==> config.mk <==
export PLATFORM = sky130hd
export DESIGN_NAME = multicycle_ctrl_fsm
export DESIGN_NICKNAME = d
export VERILOG_FILES = /design/src/rtl/multicycle_ctrl_fsm.sv
export SDC_FILE = /design/constraint.sdc
export NUM_CORES = 1
export LEC_CHECK = 0
export CORE_AREA = 2 2 40 42
export CTS_CLUSTER_DIAMETER = 150
export DETAILED_ROUTE_END_ITERATION = 12
export DIE_AREA = 0 0 42 44
export PLACE_DENSITY_LB_ADDON = 0.05
export RECOVER_POWER = 50
export SLEW_MARGIN = 0
export SYNTH_ARGS = -nofsm -noshare
export SYNTH_HDL_FRONTEND = slang
export SYNTH_SLANG_ARGS = --single-unit
==> constraint.sdc <==
create_clock -name clk -period 2.3 [get_ports clk]
set_clock_uncertainty 0.2 [all_clocks]
set_input_delay 0.46 -clock clk [delete_from_list [all_inputs] [get_ports clk]]
set_output_delay 0.46 -clock clk [all_outputs]
set_load 0.02 [all_outputs]
==> src/rtl/multicycle_ctrl_fsm.sv <==
// multicycle_ctrl_fsm: Moore control FSM for the multicycle MIPS datapath.
// Sequences mux selects and write enables per instruction: FETCH -> DECODE -> exec/mem/writeback.
// Optional build macro MEM_WAIT_EN: adds mem_ready; FETCH, MEMRD and MEMWR stall until it is high.
module multicycle_ctrl_fsm #(
  parameter int unsigned OP_WIDTH    = 6,
  parameter int unsigned ALUOP_WIDTH = 2
) (
  input  logic                   clk,
  input  logic                   rst,
  input  logic [OP_WIDTH-1:0]    opcode,
  input  logic                   zero,
`ifdef MEM_WAIT_EN
  input  logic                   mem_ready,
`endif
  output logic                   pc_write,
  output logic                   ir_write,
  output logic                   iord,
  output logic                   mem_read,
  output logic                   mem_write,
  output logic                   reg_write,
  output logic                   reg_dst,
  output logic                   mem_to_reg,
  output logic                   alu_src_a,
  output logic [1:0]             alu_src_b,
  output logic [1:0]             pc_src,
  output logic [ALUOP_WIDTH-1:0] alu_op,
  output logic                   instr_done
);

  localparam logic [3:0] S_FETCH  = 4'd0;
  localparam logic [3:0] S_DECODE = 4'd1;
  localparam logic [3:0] S_MEMADR = 4'd2;
  localparam logic [3:0] S_MEMRD  = 4'd3;
  localparam logic [3:0] S_MEMWB  = 4'd4;
  localparam logic [3:0] S_MEMWR  = 4'd5;
  localparam logic [3:0] S_EXEC   = 4'd6;
  localparam logic [3:0] S_ALUWB  = 4'd7;
  localparam logic [3:0] S_BRANCH = 4'd8;
  localparam logic [3:0] S_ADDIEX = 4'd9;
  localparam logic [3:0] S_ADDIWB = 4'd10;
  localparam logic [3:0] S_JUMP   = 4'd11;

  localparam logic [OP_WIDTH-1:0] OP_R    = OP_WIDTH'(6'b000000);
  localparam logic [OP_WIDTH-1:0] OP_LW   = OP_WIDTH'(6'b100011);
  localparam logic [OP_WIDTH-1:0] OP_SW   = OP_WIDTH'(6'b101011);
  localparam logic [OP_WIDTH-1:0] OP_BEQ  = OP_WIDTH'(6'b000100);
  localparam logic [OP_WIDTH-1:0] OP_ADDI = OP_WIDTH'(6'b001000);
  localparam logic [OP_WIDTH-1:0] OP_J    = OP_WIDTH'(6'b000010);

  localparam logic [ALUOP_WIDTH-1:0] ALU_ADD   = ALUOP_WIDTH'(2'b00);
  localparam logic [ALUOP_WIDTH-1:0] ALU_SUB   = ALUOP_WIDTH'(2'b01);
  localparam logic [ALUOP_WIDTH-1:0] ALU_FUNCT = ALUOP_WIDTH'(2'b10);

  logic [3:0] state;
  logic [3:0] state_next;
  logic       is_load;
  logic       mem_ok;

`ifdef MEM_WAIT_EN
  assign mem_ok = mem_ready;
`else
  assign mem_ok = 1'b1;
`endif

  // State register; remembers lw vs sw at DECODE since opcode is only trusted there.
  always_ff @(posedge clk) begin
    if (rst) begin
      state   <= S_FETCH;
      is_load <= 1'b0;
    end else begin
      state <= state_next;
      if (state == S_DECODE) begin
        is_load <= (opcode == OP_LW);
      end
    end
  end

  // Next-state and Moore output decode; reset forces FETCH selects with all enables low.
  always_comb begin
    state_next = S_FETCH;
    pc_write   = 1'b0;
    ir_write   = 1'b0;
    iord       = 1'b0;
    mem_read   = 1'b0;
    mem_write  = 1'b0;
    reg_write  = 1'b0;
    reg_dst    = 1'b0;
    mem_to_reg = 1'b0;
    alu_src_a  = 1'b0;
    alu_src_b  = 2'b00;
    pc_src     = 2'b00;
    alu_op     = ALU_ADD;
    instr_done = 1'b0;
    if (rst) begin
      alu_src_b = 2'b01;
    end else begin
      case (state)
        S_FETCH: begin
          mem_read  = 1'b1;
          alu_src_b = 2'b01;
          alu_op    = ALU_ADD;
          if (mem_ok) begin
            ir_write   = 1'b1;
            pc_write   = 1'b1;
            state_next = S_DECODE;
          end else begin
            state_next = S_FETCH;
          end
        end
        S_DECODE: begin
          alu_src_b = 2'b11;
          alu_op    = ALU_ADD;
          case (opcode)
            OP_R:         state_next = S_EXEC;
            OP_LW, OP_SW: state_next = S_MEMADR;
            OP_BEQ:       state_next = S_BRANCH;
            OP_ADDI:      state_next = S_ADDIEX;
            OP_J:         state_next = S_JUMP;
            default: begin
              state_next = S_FETCH;
              instr_done = 1'b1;
            end
          endcase
        end
        S_MEMADR: begin
          alu_src_a  = 1'b1;
          alu_src_b  = 2'b10;
          state_next = is_load ? S_MEMRD : S_MEMWR;
        end
        S_MEMRD: begin
          mem_read   = 1'b1;
          iord       = 1'b1;
          state_next = mem_ok ? S_MEMWB : S_MEMRD;
        end
        S_MEMWB: begin
          reg_write  = 1'b1;
          mem_to_reg = 1'b1;
          instr_done = 1'b1;
        end
        S_MEMWR: begin
          mem_write  = 1'b1;
          iord       = 1'b1;
          instr_done = mem_ok;
          state_next = mem_ok ? S_FETCH : S_MEMWR;
        end
        S_EXEC: begin
          alu_src_a  = 1'b1;
          alu_src_b  = 2'b00;
          alu_op     = ALU_FUNCT;
          state_next = S_ALUWB;
        end
        S_ALUWB: begin
          reg_write  = 1'b1;
          reg_dst    = 1'b1;
          instr_done = 1'b1;
        end
        S_BRANCH: begin
          alu_src_a  = 1'b1;
          alu_op     = ALU_SUB;
          pc_src     = 2'b01;
          pc_write   = zero;
          instr_done = 1'b1;
        end
        S_ADDIEX: begin
          alu_src_a  = 1'b1;
          alu_src_b  = 2'b10;
          alu_op     = ALU_ADD;
          state_next = S_ADDIWB;
        end
        S_ADDIWB: begin
          reg_write  = 1'b1;
          instr_done = 1'b1;
        end
        S_JUMP: begin
          pc_src     = 2'b10;
          pc_write   = 1'b1;
          instr_done = 1'b1;
        end
        default: state_next = S_FETCH;
      endcase
    end
  end

endmodule

* Yosys cells after proc, flatten, opt, wreduce, memory -nomap -nowiden
Cells that the tools add are included.
Cells by class: equality and inequality tests 16, muxes and demuxes 30, reductions and logical operators 11
Operators with widths (count):
- $pmux 4 s6 | 1
- $pmux 4 s5 | 1
- $mux 1 | 19
- $eq 4x3->1 const B | 4
- $eq 4x4->1 const B | 4
- $eq 6x6->1 const B | 2
- $reduce_or 6->1 | 2
- $reduce_or 2->1 | 5
- $eq 4x2->1 const B | 2
- $pmux 2 s2 | 2
- $eq 6x2->1 const B | 1
- $eq 6x3->1 const B | 1
- $eq 6x4->1 const B | 1
- $logic_not 6->1 | 1
- $mux 2 | 3
- $pmux 2 s3 | 1
- $eq 4x1->1 const B | 1
- $logic_not 4->1 | 1
- $pmux 1 s2 | 2
- $reduce_or 4->1 | 1
- $mux 3 | 1
- $reduce_or 3->1 | 1
Storage, ports and cells: flip-flop bits (word level) 5, input port bits 9, output and inout port bits 16, word-level logic and storage cells 59

* Depth between registers and ports, before layout
Gate-level depths: netlist of run 1.
word-level depth 5, depth in mapped cells 5, gate-level depth less buffers 4

* Worst setup path after synthesis of run 1
Ideal clock, no wire load.
path type reg2out, start point register state[0], end point output alu_src_b[1], data arrival time 1.378 ns, required time 1.640 ns, path slack 0.262 ns, stages on the path, launching flop included 5, path buffers 1, cell sequence dfxtp_1 -> buf_2 -> nand2b_1 -> nand2b_1 -> a211oi_1
Between the ends: cells in the longest elaborated chain, start to end 4, elaborated cells on any way between the ends 7, classes of those cells 3 x eq/ne; 2 x mux; 2 x reduce/logical
Ends and longest elaborated chain:
- from (decl) | line 54 | logic [3:0] state;
- from (signal assigned) | line 71 | state <= state_next;
- $eq 4x4->1 / $eq 4x2->1 (equally long branches) | line 97 | case (state)
- $reduce_or 2->1 (no source line)
- $pmux 2 s3 (*) | line 97
- $mux 2 (*) | line 94 | if (rst) begin
- to (decl) | line 24 | output logic [1:0] alu_src_b,
Mark *: on every way between the ends. The rest lies on a longest branch, timed or not.

* Worst setup path after layout of run 1
start point input zero, end point output pc_write
Between the ends: cells in the longest elaborated chain, start to end 2
Ends and longest elaborated chain:
- from (decl) | line 11 | input logic zero,
- $pmux 1 s2 | line 97
- $mux 1 | line 94
- to (decl) | line 15 | output logic pc_write,
No other way between the ends.

==> report_table.html, run 1 <==
<table>
<tr><th>Metric</th><th>Value</th></tr>
<tr><th colspan="2">Synthesis</th></tr>
<tr><td>Post-synth EDFFs</td><td>0</td></tr>
<tr><td>Synthesized netlist net count</td><td>87</td></tr>
<tr><td>Cell area after synthesis</td><td>532 um2</td></tr>
<tr><td>Post-synthesis cell count</td><td>78</td></tr>
<tr><td>Number of unique standard cell types used by synthesis</td><td>34</td></tr>
<tr><td>Register bit count reported by yosys</td><td>5</td></tr>
<tr><td>Mean cell area of the mapped netlist</td><td>6.82 um2</td></tr>
<tr><td>Share of the yosys chip area belonging to registers</td><td>18.8%</td></tr>
<tr><td>Proportion of synthesized flip-flops having asynchronous set or reset</td><td>0%</td></tr>
<tr><td>Ys Warns</td><td>0</td></tr>
<tr><td>Primary flip-flop cell chosen by synthesis mapping</td><td>sky130_fd_sc_hd__dfxtp_1</td></tr>
<tr><th colspan="2">GRT</th></tr>
<tr><td>Initial antenna violation count</td><td>0</td></tr>
<tr><td>Congestion Overflow GR</td><td>0</td></tr>
<tr><td>Via count of the first global-routing pass</td><td>693</td></tr>
<tr><td>Wire length of the first global-routing pass</td><td>2870 um</td></tr>
<tr><td>Global router's overall resource usage</td><td>20.1%</td></tr>
<tr><td>Largest net degree at the start of global routing</td><td>14</td></tr>
<tr><th colspan="2">Placed design</th></tr>
<tr><td>Placer's final routability congestion estimate</td><td>0.868</td></tr>
<tr><td>Placed Area</td><td>943 um2</td></tr>
<tr><td>HPWL after DPL</td><td>1360 um</td></tr>
<tr><td>PortBufs</td><td>24</td></tr>
<tr><td>Placed Cells</td><td>137</td></tr>
<tr><th colspan="2">STA</th></tr>
<tr><td>Ratio of final minimum period to clock period</td><td>96.2%</td></tr>
<tr><td>Setup repair after global routing missed its margin</td><td>no</td></tr>
<tr><td>Count of endpoints failing setup in the final report</td><td>0</td></tr>
<tr><td>Measured slew at the worst slew-check pin</td><td>477 ps</td></tr>
<tr><td>Final number of hold-violating endpoints</td><td>0</td></tr>
<tr><td>Accumulated negative setup slack</td><td>0 ps</td></tr>
<tr><td>Worst rel slew slack</td><td>67.4%</td></tr>
<tr><td>Final count of pins violating max slew</td><td>0</td></tr>
<tr><td>Minimum clock period</td><td>2210 ps</td></tr>
<tr><td>Peak clock frequency supported by timing</td><td>0.452 GHz</td></tr>
<tr><th colspan="2">Routing</th></tr>
<tr><td>Routed WL per cell</td><td>12.0 um</td></tr>
<tr><td>Remaining DRCs</td><td>0</td></tr>
<tr><td>Count of TritonRoute iterations in the first routing pass</td><td>4</td></tr>
<tr><td>Average vias per placed instance</td><td>5.20</td></tr>
<tr><td>Vias after detailed routing</td><td>739</td></tr>
<tr><td>Number of routed nets with antenna violations</td><td>0</td></tr>
<tr><td>1st-iter DRT viols</td><td>14</td></tr>
<tr><td>Total wirelength of the detailed-routed design</td><td>1710 um</td></tr>
<tr><th colspan="2">Floorplan</th></tr>
<tr><td>DIE AREA</td><td>1850 um2</td></tr>
<tr><td>Initial cell density of the core</td><td>37.5%</td></tr>
<tr><td>Overall die width</td><td>42 um</td></tr>
<tr><td>Std-Cell Rows</td><td>14</td></tr>
<tr><td>Core footprint</td><td>1420 um2</td></tr>
<tr><td>Top Ports</td><td>25</td></tr>
<tr><td>DIE HEIGHT</td><td>44 um</td></tr>
<tr><th colspan="2">Pwr</th></tr>
<tr><td>Total power</td><td>0.289 mW</td></tr>
<tr><td>Leak Pwr</td><td>0.388 nW</td></tr>
<tr><td>Power density over the cells</td><td>313 nW/um2</td></tr>
<tr><td>Maximum ir drop on the vdd rail</td><td>0.466 mV</td></tr>
<tr><th colspan="2">Flow run</th></tr>
<tr><td>Count of max-cap constraint violations</td><td>0</td></tr>
<tr><th colspan="2">Hold path</th></tr>
<tr><td>Class of the tightest hold or removal check</td><td>flip-flop to flip-flop</td></tr>
<tr><td>Worst Hold Launch</td><td>is_load$_SDFFE_PP0P_</td></tr>
<tr><td>Count of cells along the worst hold path</td><td>2</td></tr>
<tr><td>Hold EP</td><td>is_load$_SDFFE_PP0P_</td></tr>
<tr><th colspan="2">Setup path</th></tr>
<tr><td>Element type at the critical path end</td><td>output pin</td></tr>
<tr><td>Reg-to-reg endpoint</td><td>state[1]$_SDFF_PP0_</td></tr>
<tr><td>Critical path start-end classification</td><td>input pin to output pin</td></tr>
<tr><td>R2R Path Start</td><td>state[2]$_SDFF_PP0_</td></tr>
<tr><td>Type of element launching the critical path</td><td>input pin</td></tr>
<tr><td>Minimum setup slack among reg-to-reg paths</td><td>430 ps</td></tr>
<tr><td>Largest fanout on the critical path</td><td>1</td></tr>
<tr><td>Path depth of the worst reg2reg path</td><td>5</td></tr>
<tr><td>Worst path required time</td><td>1640 ps</td></tr>
<tr><td>Arrival time worst endpoint</td><td>1550 ps</td></tr>
<tr><th colspan="2">Clock tree</th></tr>
<tr><td>Clock tree from TritonCTS</td><td>built</td></tr>
<tr><td>Number of clock buffers inserted by TritonCTS</td><td>3</td></tr>
<tr><td>Cell chosen for the clock root</td><td>sky130_fd_sc_hd__clkbuf_4</td></tr>
<tr><td>H-tree levels</td><td>1</td></tr>
<tr><td>Clock-pin slew on the worst setup and hold paths</td><td>40 ps</td></tr>
<tr><td>CTS Sinks</td><td>5</td></tr>
<tr><td>Insertion delay to the later sink of the worst-skew pair</td><td>240 ps</td></tr>
<tr><td>Buffer levels on the longest clock path</td><td>2</td></tr>
<tr><th colspan="2">Final layout</th></tr>
<tr><td>Share of cells above drive strength 1</td><td>33.3%</td></tr>
<tr><td>Antenna diode count</td><td>0</td></tr>
<tr><td>Net count, final</td><td>136</td></tr>
<tr><td>Commonest non-fill, non-tap cells in the layout</td><td>sky130_fd_sc_hd__buf_4 (25), sky130_fd_sc_hd__nor2_1 (13), sky130_fd_sc_hd__dlygate4sd2_1 (8)</td></tr>
<tr><td>Area growth syn-to-layout</td><td>73.9%</td></tr>
<tr><td>Filler-free cell count of the finished design</td><td>142</td></tr>
<tr><td>Commonest non-fill, non-tap cell in the layout</td><td>sky130_fd_sc_hd__buf_4</td></tr>
<tr><td>Final design instance area without fill</td><td>925 um2</td></tr>
<tr><th colspan="2">Outcome</th></tr>
<tr><td>Outcome</td><td>finished, final reports clean</td></tr>
</table>
[how the worst max path moves through the flow]
stage                   startpoint      endpoint  slack [ps]  cells past startpoint
2_1_floorplan  state[0]$_SDFF_PP0_  alu_src_b[1]         260                      4
3_3_place_gp             opcode[1]    instr_done        -510                      6
3_5_place_dp             opcode[3]    instr_done        -510                      6
4_1_cts                        rst       reg_dst         0.2                      5
5_1_grt                  opcode[4]    instr_done          10                      6
6_report                      zero      pc_write          90                      4
[synthesized netlist by cell type, types with 2 or more instances]
cell type                   instances  area (um2)
sky130_fd_sc_hd__nor2_1            14        52.6
sky130_fd_sc_hd__nor3_1             6        30.0
sky130_fd_sc_hd__dfxtp_1            5         100
sky130_fd_sc_hd__a21oi_1            4        20.0
sky130_fd_sc_hd__inv_1              4        15.0
sky130_fd_sc_hd__nand2b_1           4        25.0
sky130_fd_sc_hd__nand3_1            4        20.0
sky130_fd_sc_hd__nand2_1            3        11.3
sky130_fd_sc_hd__o21ai_0            3        15.0
sky130_fd_sc_hd__a2111oi_0          2        17.5
sky130_fd_sc_hd__a211oi_1           2        15.0
sky130_fd_sc_hd__buf_2              2        10.0
sky130_fd_sc_hd__nor4_1             2        12.5
sky130_fd_sc_hd__o22a_1             2        17.5
sky130_fd_sc_hd__xor2_1             2        17.5
[report_power, final]
| part | switching (mW) | leakage, nW | internal (mW) |
|---|---|---|---|
| Clock | 0.0318 | 0.0150 | 0.0653 |
| Sequential | 0.00132 | 0.0406 | 0.0893 |
| Combinational | 0.0509 | 0.332 | 0.0504 |
[final cells by class]
class	instances	area [um2]
inverters	4	15.0
clock buffers	4	26.3
repair buffers	49	373
fillers	141	494
flip-flops and latches	5	100
well taps	16	20.0
multi-input cells	64	390
[metrics by stage]
step	utilization (%)	hold slack (ps)	setup WS (ps)
finish	65.2	364	87.5
global route	65.2	423	9.91
CTS	66.2	351	0.177
detailed placement	66.5	338	-511
global placement	66.5	327	-514
floorplan	-	268	262
[critical path, stage by stage]
cell and delay [ps]:
sky130_fd_sc_hd__clkdlybuf4s50_1 460, sky130_fd_sc_hd__o21ai_0 70, sky130_fd_sc_hd__a211oi_1 210, sky130_fd_sc_hd__dlygate4sd2_1 350
[layer usage]
metal / wire, um / track usage, %
met1: 705 / 21.9
met2: 861 / 39.4
met3: 128 / 3.75
met4: 14 / 5.81
met5: 0 / 0
[repair_timing]
action / 4_1_cts / 5_1_grt
pin swaps: 1 / 1
buffers inserted: 0 / 1
gates resized for setup: 58 / 5
hold endpoints to repair: 0 / 0
hold buffers: 0 / 0
endpoints found under the setup margin: 16 / 12
[cell families (layout without fill, tap and decap cells)]
logic type	after synthesis	count (layout)	share of synthesized area [%]
buffers and inverters	9	57	8.23
XOR/XNOR	3	3	4.94
flip-flops	5	5	18.8
AND/OR/NAND/NOR	41	41	41.9
AO/OA/AOI/OAI	20	20	26.1
[flip-flops by register name, summed over array words and instances, names as in the netlist]
register	flops
state	4
is_load	1
No activity file was read; power rests on OpenSTA's default activity.
==> run 2, diff against run 1 <==
--- a/config.mk
+++ b/config.mk
@@ -5,12 +5,16 @@
 export SDC_FILE = /design/constraint.sdc
 export NUM_CORES = 1
 export LEC_CHECK = 0
-export CORE_AREA = 2 2 40 42
+export CELL_PAD_IN_SITES_DETAIL_PLACEMENT = 1
+export CELL_PAD_IN_SITES_GLOBAL_PLACEMENT = 2
+export CORE_AREA = 2 2 50 63
 export CTS_CLUSTER_DIAMETER = 150
 export DETAILED_ROUTE_END_ITERATION = 12
-export DIE_AREA = 0 0 42 44
+export DIE_AREA = 0 0 52 65
+export GPL_ROUTABILITY_DRIVEN = 0
 export PLACE_DENSITY_LB_ADDON = 0.05
 export RECOVER_POWER = 50
+export SKIP_CTS_REPAIR_TIMING = 1
 export SLEW_MARGIN = 0
 export SYNTH_ARGS = -nofsm -noshare
 export SYNTH_HDL_FRONTEND = slang
==> report_table.html, run 2 (synthesized netlist as in run 1, its figures left out) <==
<table>
<tr><th>Metric</th><th>Value</th></tr>
<tr><th colspan="2">Outcome</th></tr>
<tr><td>Outcome</td><td>finished with violations (was finished, final reports clean)</td></tr>
<tr><td>Failing checks</td><td>negative setup slack</td></tr>
<tr><th colspan="2">Setup path</th></tr>
<tr><td>Element type at the critical path end</td><td>output pin (unchanged)</td></tr>
<tr><td>Worst path required time</td><td>1640 ps (about the same)</td></tr>
<tr><td>Type of element launching the critical path</td><td>input pin (unchanged)</td></tr>
<tr><td>Arrival time worst endpoint</td><td>1690 ps (was 1550 ps)</td></tr>
<tr><td>Path depth of the worst reg2reg path</td><td>5 (unchanged)</td></tr>
<tr><td>Largest fanout on the critical path</td><td>4 (was 1)</td></tr>
<tr><td>Critical path start-end classification</td><td>input pin to output pin (unchanged)</td></tr>
<tr><th colspan="2">STA</th></tr>
<tr><td>Measured slew at the worst slew-check pin</td><td>394 ps (was 477 ps)</td></tr>
<tr><td>Setup repair after global routing missed its margin</td><td>yes (was no)</td></tr>
<tr><td>Final number of hold-violating endpoints</td><td>0 (unchanged)</td></tr>
<tr><td>Count of endpoints failing setup in the final report</td><td>1 (was 0)</td></tr>
<tr><td>Worst Slack Setup Final</td><td>-50.2 ps (was 87.5 ps)</td></tr>
<tr><td>Peak clock frequency supported by timing</td><td>0.426 GHz (was 0.452 GHz)</td></tr>
<tr><td>Minimum clock period</td><td>2350 ps (was 2210 ps)</td></tr>
<tr><td>Final count of pins violating max slew</td><td>0 (unchanged)</td></tr>
<tr><td>Accumulated negative setup slack</td><td>-50.2 ps (was 0 ps)</td></tr>
<tr><td>Ratio of final minimum period to clock period</td><td>102% (was 96.2%)</td></tr>
<tr><td>Worst rel slew slack</td><td>73.1% (was 67.4%)</td></tr>
<tr><td>Worst Hold Slack</td><td>363 ps (was 364 ps)</td></tr>
<tr><th colspan="2">GRT</th></tr>
<tr><td>Via count of the first global-routing pass</td><td>760 (was 693)</td></tr>
<tr><td>Global router's overall resource usage</td><td>13.6% (was 20.1%)</td></tr>
<tr><td>Initial antenna violation count</td><td>0 (unchanged)</td></tr>
<tr><td>Congestion Overflow GR</td><td>0 (unchanged)</td></tr>
<tr><td>Largest net degree at the start of global routing</td><td>14 (unchanged)</td></tr>
<tr><td>Wire length of the first global-routing pass</td><td>3410 um (was 2870 um)</td></tr>
<tr><th colspan="2">Pwr</th></tr>
<tr><td>Total power</td><td>0.302 mW (was 0.289 mW)</td></tr>
<tr><td>Maximum ir drop on the vdd rail</td><td>0.258 mV (was 0.466 mV)</td></tr>
<tr><td>Leak Pwr</td><td>0.558 nW (was 0.388 nW)</td></tr>
<tr><td>Power density over the cells</td><td>300 nW/um2 (was 313 nW/um2)</td></tr>
<tr><th colspan="2">Routing</th></tr>
<tr><td>Vias after detailed routing</td><td>751 (was 739)</td></tr>
<tr><td>Total wirelength of the detailed-routed design</td><td>2130 um (was 1710 um)</td></tr>
<tr><td>Count of TritonRoute iterations in the first routing pass</td><td>4 (unchanged)</td></tr>
<tr><td>1st-iter DRT viols</td><td>33 (was 14)</td></tr>
<tr><td>Number of routed nets with antenna violations</td><td>0 (unchanged)</td></tr>
<tr><td>Routed WL per cell</td><td>13.1 um (was 12.0 um)</td></tr>
<tr><td>Average vias per placed instance</td><td>4.61 (was 5.20)</td></tr>
<tr><td>Remaining DRCs</td><td>0 (unchanged)</td></tr>
<tr><th colspan="2">Clock tree</th></tr>
<tr><td>Buffer levels on the longest clock path</td><td>2 (unchanged)</td></tr>
<tr><td>Clock-pin slew on the worst setup and hold paths</td><td>40 ps (about the same)</td></tr>
<tr><td>Cell chosen for the clock root</td><td>sky130_fd_sc_hd__clkbuf_4 (unchanged)</td></tr>
<tr><td>CTS Sinks</td><td>5 (unchanged)</td></tr>
<tr><td>Number of clock buffers inserted by TritonCTS</td><td>3 (unchanged)</td></tr>
<tr><td>H-tree levels</td><td>1 (unchanged)</td></tr>
<tr><td>Insertion delay to the later sink of the worst-skew pair</td><td>240 ps (about the same)</td></tr>
<tr><td>Clock tree from TritonCTS</td><td>built (unchanged)</td></tr>
<tr><th colspan="2">Final layout</th></tr>
<tr><td>Multi-input logic area</td><td>397 um2 (was 390 um2)</td></tr>
<tr><td>Max FFs per register</td><td>4 (unchanged)</td></tr>
<tr><td>Net count, final</td><td>137 (was 136)</td></tr>
<tr><td>Registers with the most flip-flops</td><td>state (4), is_load (1) (unchanged)</td></tr>
<tr><td>Commonest non-fill, non-tap cell in the layout</td><td>sky130_fd_sc_hd__buf_4 (unchanged)</td></tr>
<tr><td>Filler Cell Count</td><td>358 (was 141)</td></tr>
<tr><td>Sequential standard cell area</td><td>100 um2 (unchanged)</td></tr>
<tr><td>Commonest non-fill, non-tap cells in the layout</td><td>sky130_fd_sc_hd__buf_4 (27), sky130_fd_sc_hd__nor2_1 (14), sky130_fd_sc_hd__dlymetal6s2s_1 (13) (was sky130_fd_sc_hd__buf_4 (25), sky130_fd_sc_hd__nor2_1 (13), sky130_fd_sc_hd__dlygate4sd2_1 (8))</td></tr>
<tr><td>Register ranked first by flip-flop count</td><td>state (unchanged)</td></tr>
<tr><td>Area growth syn-to-layout</td><td>89.9% (was 73.9%)</td></tr>
<tr><td>Filler-free cell count of the finished design</td><td>163 (was 142)</td></tr>
<tr><td>Antenna diode count</td><td>0 (unchanged)</td></tr>
<tr><td>Share of cells above drive strength 1</td><td>31.5% (was 33.3%)</td></tr>
<tr><th colspan="2">Floorplan</th></tr>
<tr><td>Initial cell density of the core</td><td>18.8% (was 37.5%)</td></tr>
<tr><td>Std-Cell Rows</td><td>22 (was 14)</td></tr>
<tr><td>DIE AREA</td><td>3380 um2 (was 1850 um2)</td></tr>
<tr><td>Top Ports</td><td>25 (unchanged)</td></tr>
<tr><td>DIE HEIGHT</td><td>65 um (was 44 um)</td></tr>
<tr><td>Overall die width</td><td>52 um (was 42 um)</td></tr>
<tr><td>Core footprint</td><td>2840 um2 (was 1420 um2)</td></tr>
<tr><th colspan="2">Hold path</th></tr>
<tr><td>Count of cells along the worst hold path</td><td>2 (unchanged)</td></tr>
<tr><td>Class of the tightest hold or removal check</td><td>flip-flop to flip-flop (unchanged)</td></tr>
<tr><th colspan="2">Placed design</th></tr>
<tr><td>Placed Cells</td><td>159 (was 137)</td></tr>
<tr><td>PortBufs</td><td>24 (unchanged)</td></tr>
<tr><td>HPWL after DPL</td><td>1760 um (was 1360 um)</td></tr>
<tr><td>Dpl ws</td><td>-636 ps (was -511 ps)</td></tr>
<tr><th colspan="2">Flow run</th></tr>
<tr><td>Count of max-cap constraint violations</td><td>0 (unchanged)</td></tr>
</table>
-- run 2: area by class of cell --
class | instances | area share (%)
multi-input cells | 64 | 39.3
flip-flops and latches | 5 | 9.91
well taps | 36 | 4.46
inverters | 4 | 1.49
repair buffers | 50 | 42.3
clock buffers | 4 | 2.60
-- run 2: where the power goes --
group,switching (mW),internal (mW)
sequential,0.00110,0.0892
combinational,0.0548,0.0573
clock,0.0346,0.0655
total,0.0905,0.212
-- run 2: path summary, 6_finish.rpt --
kind,start,to,slack [ps]
worst max-delay path,opcode[2],instr_done,-50
worst min-delay path,is_load$_SDFFE_PP0P_,is_load$_SDFFE_PP0P_,360
worst max register to register,state[3]$_SDFF_PP0_,state[1]$_SDFF_PP0_,470
worst min register to register,is_load$_SDFFE_PP0P_,is_load$_SDFFE_PP0P_,360
-- run 2: stage by stage --
stage	util (%)	area, um2
6_report	35.6	1010
5_1_grt	35.6	1010
4_1_cts	35.6	1010
3_5_place_dp	34.7	983
3_3_place_gp	34.7	983
2_1_floorplan	-	532
-- run 2: critical path, stage by stage --
cell	delay, ps
sky130_fd_sc_hd__clkdlybuf4s50_1	470
sky130_fd_sc_hd__xor2_1	170
sky130_fd_sc_hd__o211ai_1	210
sky130_fd_sc_hd__nand3_1	120
sky130_fd_sc_hd__o31ai_1	80
sky130_fd_sc_hd__buf_4	180
-- run 2: layer usage --
| layer | track usage (%) | vias to the layer above | wire [um] |
|---|---|---|---|
| met5 | 0 | - | 0 |
| met4 | 3.95 | 0 | 8 |
| met3 | 1.61 | 2 | 86 |
| met2 | 26.9 | 21 | 1200 |
| met1 | 14.3 | 348 | 838 |
| li1 | - | 380 | - |
